$ cat config.mk
export PLATFORM = sky130hd
export DESIGN_NAME = fp_operand_stage
export DESIGN_NICKNAME = d
export VERILOG_FILES = /design/src/rtl/fpu_pkg.sv /design/src/rtl/fp_classify.sv /design/src/rtl/fp_operand_stage.sv
export SDC_FILE = /design/constraint.sdc
export NUM_CORES = 1
export LEC_CHECK = 0
export BUFFER_PORTS_ARGS = -buffer_cell sky130_fd_sc_hd__buf_2
export CAP_MARGIN = 20
export CORE_UTILIZATION = 56
export DETAILED_ROUTE_END_ITERATION = 8
export PLACE_DENSITY = 0.91
export REMOVE_ABC_BUFFERS = 1
export SLEW_MARGIN = 40
export SYNTH_ARGS = -nofsm -noshare
export SYNTH_HDL_FRONTEND = slang
export SYNTH_HIERARCHICAL = 1
export SYNTH_SLANG_ARGS = --single-unit
$ cat constraint.sdc
create_clock -name clk -period 4.15 [get_ports clk]
set_input_delay 0.6225 -clock clk [delete_from_list [all_inputs] [get_ports clk]]
set_output_delay 0.6225 -clock clk [all_outputs]
set_load 0.02 [all_outputs]
$ cat src/rtl/fpu_pkg.sv
`default_nettype none
// ============================================================================
//  Module   : fpu_pkg
//  Purpose  : Shared widths, operand class encoding and operand/pair records
//             for the FP operand stage.
//  Revision : 1.0  initial release
// ============================================================================
package fpu_pkg;

    localparam int EW  = 13;  // signed true exponent width
    localparam int FW  = 53;  // significand width incl. hidden bit
    localparam int LZW = 6;   // unpacker leading-zero count width
    localparam int XW  = 11;  // biased exponent field width
    localparam int HW  = 52;  // raw fraction field width

    typedef enum logic [2:0] {
        ZERO   = 3'd0,
        DENORM = 3'd1,
        NORM   = 3'd2,
        INF    = 3'd3,
        QNAN   = 3'd4,
        SNAN   = 3'd5
    } fp_class_t;

    typedef struct packed {
        logic          s;
        logic [EW-1:0] et;
        logic [FW-1:0] f;
        fp_class_t     cls;
    } fp_opnd_t;

    typedef struct packed {
        logic     db;
        fp_opnd_t a;
        fp_opnd_t b;
    } fp_pair_t;

endpackage
`default_nettype wire

$ cat src/rtl/fp_classify.sv
`default_nettype none
// ============================================================================
//  Module   : fp_classify
//  Purpose  : Combinational operand classifier and true-exponent computation
//             from the unpacker's field flags.
//  Revision : 1.0  initial release
// ============================================================================
module fp_classify
    import fpu_pkg::*;
(
    input  logic [XW-1:0]  e_i,
    input  logic [LZW-1:0] lz_i,
    input  logic           fz_i,
    input  logic [HW-1:0]  h_i,
    input  logic           einf_i,
    input  logic           ez_i,
    output fp_class_t      cls_o,
    output logic [EW-1:0]  et_o
);

    logic [EW-1:0] w_base;

    // Denormals share the minimum normal exponent; the unpacker's shift is
    // then removed. The result always fits EW bits, so no saturation.
    assign w_base = ez_i ? {{(EW-1){1'b0}}, 1'b1} : {{(EW-XW){1'b0}}, e_i};
    assign et_o   = w_base - {{(EW-LZW){1'b0}}, lz_i};

    // Class decode: zero-exponent cases first, then all-ones exponent cases.
    always_comb begin
        cls_o = NORM;
        if (ez_i) begin
            cls_o = fz_i ? ZERO : DENORM;
        end else if (einf_i) begin
            if (h_i == '0)
                cls_o = INF;
            else if (h_i[HW-1])
                cls_o = QNAN;
            else
                cls_o = SNAN;
        end
    end

endmodule
`default_nettype wire

$ cat src/rtl/fp_operand_stage.sv
`default_nettype none
// ============================================================================
//  Module   : fp_operand_stage
//  Purpose  : Classifies unpacked A/B operands, computes true exponents and
//             registers the pair through a 2-entry skid buffer so the unpack
//             to datapath path is cut without losing throughput.
//  Revision : 1.0  initial release
// ============================================================================
module fp_operand_stage
    import fpu_pkg::*;
(
    input  logic           clk,
    input  logic           rst_n,
    input  logic           flush,
    input  logic           in_valid,
    output logic           in_ready,
    input  logic           db_in,
    input  logic           a_s,
    input  logic [XW-1:0]  a_e,
    input  logic [LZW-1:0] a_lz,
    input  logic [FW-1:0]  a_f,
    input  logic           a_fz,
    input  logic [HW-1:0]  a_h,
    input  logic           a_einf,
    input  logic           a_ez,
    input  logic           b_s,
    input  logic [XW-1:0]  b_e,
    input  logic [LZW-1:0] b_lz,
    input  logic [FW-1:0]  b_f,
    input  logic           b_fz,
    input  logic [HW-1:0]  b_h,
    input  logic           b_einf,
    input  logic           b_ez,
    output logic           out_valid,
    input  logic           out_ready,
    output logic           out_db,
    output logic           a_sq,
    output logic [EW-1:0]  a_et,
    output logic [FW-1:0]  a_fq,
    output fp_class_t      a_cls,
    output logic           b_sq,
    output logic [EW-1:0]  b_et,
    output logic [FW-1:0]  b_fq,
    output fp_class_t      b_cls,
    output logic           invalid,
    output logic           nan_out
);

    fp_class_t     w_a_cls, w_b_cls;
    logic [EW-1:0] w_a_et,  w_b_et;
    fp_pair_t      w_in;
    logic          w_acc, w_drain;

    fp_pair_t main_q, main_d, skid_q, skid_d;
    logic     main_v_q, main_v_d, skid_v_q, skid_v_d;
    logic     in_ready_q, in_ready_d;

    fp_classify u_cls_a (
        .e_i    (a_e),
        .lz_i   (a_lz),
        .fz_i   (a_fz),
        .h_i    (a_h),
        .einf_i (a_einf),
        .ez_i   (a_ez),
        .cls_o  (w_a_cls),
        .et_o   (w_a_et)
    );

    fp_classify u_cls_b (
        .e_i    (b_e),
        .lz_i   (b_lz),
        .fz_i   (b_fz),
        .h_i    (b_h),
        .einf_i (b_einf),
        .ez_i   (b_ez),
        .cls_o  (w_b_cls),
        .et_o   (w_b_et)
    );

    assign w_in.db    = db_in;
    assign w_in.a.s   = a_s;
    assign w_in.a.et  = w_a_et;
    assign w_in.a.f   = a_f;
    assign w_in.a.cls = w_a_cls;
    assign w_in.b.s   = b_s;
    assign w_in.b.et  = w_b_et;
    assign w_in.b.f   = b_f;
    assign w_in.b.cls = w_b_cls;

    assign w_acc   = in_valid & in_ready_q;
    assign w_drain = ~main_v_q | out_ready;

    // Skid-buffer next state: main refills from skid first (FIFO order),
    // otherwise from the input; a stalled main diverts input into skid.
    always_comb begin
        main_d   = main_q;
        skid_d   = skid_q;
        main_v_d = main_v_q;
        skid_v_d = skid_v_q;
        if (flush) begin
            main_v_d = 1'b0;
            skid_v_d = 1'b0;
        end else if (w_drain) begin
            if (skid_v_q) begin
                main_d   = skid_q;
                main_v_d = 1'b1;
                skid_v_d = 1'b0;
            end else if (w_acc) begin
                main_d   = w_in;
                main_v_d = 1'b1;
            end else begin
                main_v_d = 1'b0;
            end
        end else if (w_acc) begin
            skid_d   = w_in;
            skid_v_d = 1'b1;
        end
        in_ready_d = ~skid_v_d;
    end

    // State registers; reset discards everything held.
    always_ff @(posedge clk or negedge rst_n) begin
        if (!rst_n) begin
            main_q     <= '0;
            skid_q     <= '0;
            main_v_q   <= 1'b0;
            skid_v_q   <= 1'b0;
            in_ready_q <= 1'b1;
        end else begin
            main_q     <= main_d;
            skid_q     <= skid_d;
            main_v_q   <= main_v_d;
            skid_v_q   <= skid_v_d;
            in_ready_q <= in_ready_d;
        end
    end

    assign in_ready  = in_ready_q;
    assign out_valid = main_v_q;
    assign out_db    = main_q.db;
    assign a_sq      = main_q.a.s;
    assign a_et      = main_q.a.et;
    assign a_fq      = main_q.a.f;
    assign a_cls     = main_q.a.cls;
    assign b_sq      = main_q.b.s;
    assign b_et      = main_q.b.et;
    assign b_fq      = main_q.b.f;
    assign b_cls     = main_q.b.cls;
    assign invalid   = (main_q.a.cls == SNAN) | (main_q.b.cls == SNAN);
    assign nan_out   = (main_q.a.cls == SNAN) | (main_q.b.cls == SNAN) |
                       (main_q.a.cls == QNAN) | (main_q.b.cls == QNAN);

endmodule
`default_nettype wire

Yosys cells after proc, flatten, opt, wreduce, memory -nomap -nowiden
Cells that the tools add are included.

word-level totals
  bits in registers = 285
  input port bits = 258

cells by class
  $add $sub $neg = 2
  equality and inequality tests = 4
  muxes and demuxes = 21
  bitwise logic cells = 9
  reductions and logical operators = 6

operators with widths
  operator              number
  $mux W141             2
  $logic_not A52 Y1     2
  $sub A13 B6 Y13       2
  $mux W11              2
  $mux W3               6
  $eq A3 B3 Y1 const B  4
  $mux W1               11
  $reduce_and A3 Y1     2
  $not A1 Y1            4
  $or A1 B1 Y1          4
  $reduce_bool A2 Y1    2
  $and A1 B1 Y1         1

Longest topological paths before layout
  depth in word-level cells = 6
  mapped depth = 12
  mapped depth without buffers = 11

Cells and area by module
The synthesis kept the hierarchy.

by module, submodules not included
  module                  instances  cells each  area each (um^2)  sequential area each (um^2)
  fp_operand_stage        1          770         12308.1           7133.1
  fp_classify at u_cls_b  1          97          626.9             0.0
  fp_classify at u_cls_a  1          93          614.3             0.0

Worst setup path after synthesis
Ideal clock, no wire load.

  path kind = input port to flip-flop
  from = in b_ez
  to = reg main_q (netlist bit b_et[8])
  setup time = 125 ps
  data arrival time = 2801 ps
  setup slack = 1225 ps
  stages = 11
  path buffers = 2
  cells stage by stage = clkbuf_1 -> clkbuf_1 -> nor2_1 -> ha_1 -> fa_1 -> nor2b_1 -> o21ai_0 -> nand2_1 -> o21ai_0 -> mux2_2 -> mux2_2

between the ends
  cells in the longest elaborated chain, start to end = 4

RTL lines
  what                  line                     source
  from (decl)           fp_operand_stage.sv:33   input logic b_ez,
  $mux W11              fp_classify.sv:25        assign w_base = ez_i ? {{(EW-1){1'b0}}, 1'b1} : {{(EW-XW){1'b0}}, e_i};
  $sub A13 B6 Y13       fp_classify.sv:26        assign et_o = w_base - {{(EW-LZW){1'b0}}, lz_i};
  named net w_b_et[8]   fp_operand_stage.sv:50   logic [EW-1:0] w_a_et, w_b_et;
  $mux W141             fp_operand_stage.sv:108  end else if (w_acc) begin
  $mux W141             fp_operand_stage.sv:104  if (skid_v_q) begin
  to (signal assigned)  fp_operand_stage.sv:130  main_q <= main_d;
  to (decl)             fp_operand_stage.sv:54   fp_pair_t main_q, main_d, skid_q, skid_d;

The timed path passes the listed nets, and every way through them passes these cells. The select of a mux whose other input is x is not followed.
A chain may end at the register's enable or synchronous reset.

Worst setup path after layout
  from = in a_ez
  to = reg main_q (netlist bit a_et[9])

between the ends
  cells in the longest elaborated chain, start to end = 4

RTL lines
  what                 line                     source
  from (decl)          fp_operand_stage.sv:25   input logic a_ez,
  $mux W11             fp_classify.sv:25
  $sub A13 B6 Y13      fp_classify.sv:26
  named net w_a_et[9]  fp_operand_stage.sv:50
  $mux W141            fp_operand_stage.sv:108
  $mux W141            fp_operand_stage.sv:104

The timed path passes the listed nets, and every way through them passes these cells. The select of a mux whose other input is x is not followed.

==> key figures <==
Route
  – Drt pass-1 iters: 5
  – DR WL/cell: 19.5 µm
  – Wire length on met1: 12,400 µm
  – DRT antenna net count: 0
  – Uppermost routed layer: met5
  – DR vias: 9,384
  – Vias per Instance: between 5 and 6
  – Drt total wl: roughly 33,000 µm
  – Residual DRC: 0
  – 1st-iter DRT viols: between 400 and 500
  – Detail Route met3 WL: 2740 µm
  – WL met2: 16,800 µm

Placement
  – Hpwl dp: between 20,000 and 25,000 µm
  – Input/output buffers: 402
  – Final Wtd Congestion: 0.880
  – Placed cell areas: 0.0158 mm²
  – Pre-CTS setup slack: ~0.96 ns
  – Placed insts: 1,638

Clock network
  – CTS tree: yes
  – CTS resizes: 0
  – CTS buffer count: 29
  – Clock Tree Root: clkbuf_16
  – Clock Pin Slew Worst Setup and Hold Paths: 0.06 ns
  – Clk_lat worst skew: 0.54 ns
  – H-tree depth: 1
  – Sink Count: 285
  – Clk buf depth: 3
  – Post-cts hold buffer count: 0
  – Post-CTS Setup Inserts: 0

Final layout
  – Share of layout cells above drive strength 1: 58.3%
  – Design Area, Final: 0.0168 mm²
  – Register Area: between 0.007 and 0.008 mm²
  – Finished Layout Cells: 1,697
  – FILL cells: 1,564
  – Multi-input gate area: around 0.0060 mm²
  – Synthesis-to-layout area growth: 23.7%
  – Layout Nets: approximately 1.6k
  – Core Util, Final: 71.0%

Pwr
  – PwrDens: 508 mW/mm²
  – Final Power: 8.51 mW
  – VDD IR max: 426 µV
  – Leakage: 7.80 nW

Critical path
  – CP required: 4.57 ns
  – CP Max Fanout: 13
  – Startpoint types: input port
  – Worst setup EP type: flip-flop
  – Worst Setup Path Type: in2reg
  – Crit path DAT: 3.13 ns

Global route
  – Vias in the first global route: 9,898
  – Initial antenna violation count: 7
  – Pin count of the biggest net entering global routing: 142
  – Global-route wire length before repair: 51,000 µm
  – Total track usage: 26.4%
  – Overflow left after global routing: 0

STA
  – Hold Vio Cnt, Final: 0
  – Achievable Freq: 0.369 GHz
  – RSZ-0062 raised after global routing: no
  – Setup ws final: 1.44 ns
  – Setup TNS Final: 0 ns
  – Fin Hold WS: between 0.06 and 0.07 ns
  – Max_slew headroom: approximately 43%
  – Max Clock Skew: 0.0100 ns
  – Final Cycle Share: 65.3%
  – Least-Margin Pin Slew: between 0.8 and 0.9 ns
  – Minimum clock period: 2.71 ns
  – Fin. max-slew vios: 0
  – Setup violations, final: 0

Logic synthesis
  – Synth async-reset ratio: 100%
  – Synth Instances: 960
  – Synth Area per Inst: 14.1 µm²
  – Post-synth top area share: a little over half
  – Synth Cell Area: 0.0135 mm²
  – Seq/Total Area, Yosys: 52.6%
  – Main synth FF type: dfrtp_1
  – Flops & latches, synth: 285
  – Yosys Warn Count: 6
  – Yosys top cell by area: dfrtp_1
  – Post-synth EDFFs: 0
  – Number of distinct library cells after synthesis: 58
  – Synth area leaders: dfrtp_1 (52%), mux2_2 (27%), mux2_1 (7.5%)

Min path
  – Min-Delay Path Class: in2async

Outcome
  – Outcome: complete, no violations

Floorplanning
  – Die extent in x: roughly 160 µm
  – Site Rows: 56
  – I/O pin cnt: 403
  – Chip Height: approximately 160 µm
  – Total core area: 0.0236 mm²
  – Die area: between 0.02 and 0.025 mm²
  – Initial Util: a little under three fifths

Flow run
  – Max-cap violation count: 0
## flip-flops by register name (all words and copies together) (netlist names), 3 cells and up
register and count:
a_fq 53, skid_q 141, b_et 13, a_cls 3, b_fq 53, b_cls 3
a_et 13
## worst max-delay path, stage by stage
cell,delay [ns]
buf_2,0.26
inv_2,0.12
nand2_1,0.12
inv_1,0.05
ha_1,0.29
nor2b_4,0.13
o31a_1,0.30
o41ai_4,0.30
a21oi_1,0.12
a221o_1,0.30
mux2_2,0.26
mux2_2,0.27
## synthesized netlist by cell type (4+ instances only)
cell type    n
mux2_2     329
dfrtp_1    284
mux2_1      90
inv_1       28
nor4_1      25
buf_2       21
nor2_1      20
nand2_1     14
buf_4       12
ha_1        12
nor2b_1     12
buf_6        9
clkbuf_1     8
o21ai_0      7
nand3_1      6
nor3_1       5
o21a_1       5
a21oi_1      4
mux2i_1      4
nand2b_1     4
nand4_1      4
o211ai_1     4
o21ai_1      4
xnor2_1      4
## final timing paths
kind	from	end	slack [ns]	cells after the start
min in group clk	a_f[9]	skid_q[82]	0.31	2
hold reg to reg	skid_q[58]	skid_q[58]	0.48	1
setup reg to reg	out_valid	skid_q[138]	2.00	4
hold / removal	rst_n	b_fq[22]	0.06	1
setup / recovery	a_ez	a_et[9]	1.44	12
max in group asynchronous	rst_n	a_fq[21]	2.98	2
## layer usage
layer	up-vias	track usage, %
met5	-	0
met1	4648	30.0
met3	85	7.85
met4	2	11.3
met2	381	46.0
li1	4268	-
## cell type report
| type | instances | share of cell area [%] |
|---|---|---|
| Clock buffer | 45 | 5.22 |
| Inverter | 29 | 0.649 |
| Timing Repair Buffer | 410 | 12.9 |
| Multi-Input combinational cell | 595 | 35.6 |
| Tap cell | 319 | 2.38 |
| Sequential cell | 285 | 42.6 |
| Clock inverter | 7 | 0.567 |
| Antenna cell | 7 | 0.104 |
## report_power, final
| group | internal, mW | leakage (nW) | switching (mW) |
|---|---|---|---|
| sequential | 3.50 | 3.43 | 0.365 |
| combinational | 0.954 | 3.89 | 1.05 |
| clock | 1.57 | 0.481 | 1.07 |
| total | 6.03 | 7.80 | 2.48 |
## placed cells by master (no fill, tap or decap), types with 3 or more instances in the layout
cell type,count
nand3_1,6
clkbuf_16,29
inv_1,28
nor2_1,20
o211ai_1,4
buf_12,6
o21ai_1,4
nor3_1,5
nand2b_1,4
clkbuf_1,7
nand4_1,4
buf_2,401
a21oi_1,4
ha_1,12
clkbuf_8,9
mux2i_1,4
clkinv_2,3
xnor2_1,4
o21ai_0,7
mux2_2,329
diode_2,7
nor4_1,25
dfrtp_1,283
nand2_1,14
o21a_1,5
nor2b_1,12
mux2_1,90
## cell families after synthesis
group                      Yosys count  share of synthesized area, %
DFF                                285                          52.6
AOI/OAI and AO/OA                   45                          2.59
buffers and inverters               80                          3.32
xor gates and xnor gates             6                         0.388
muxes                              423                          35.1
adders and majority gates           14                          1.40
and+or+nand+nor                    107                          4.53
Note: power is estimated with default switching activity, not from simulation.
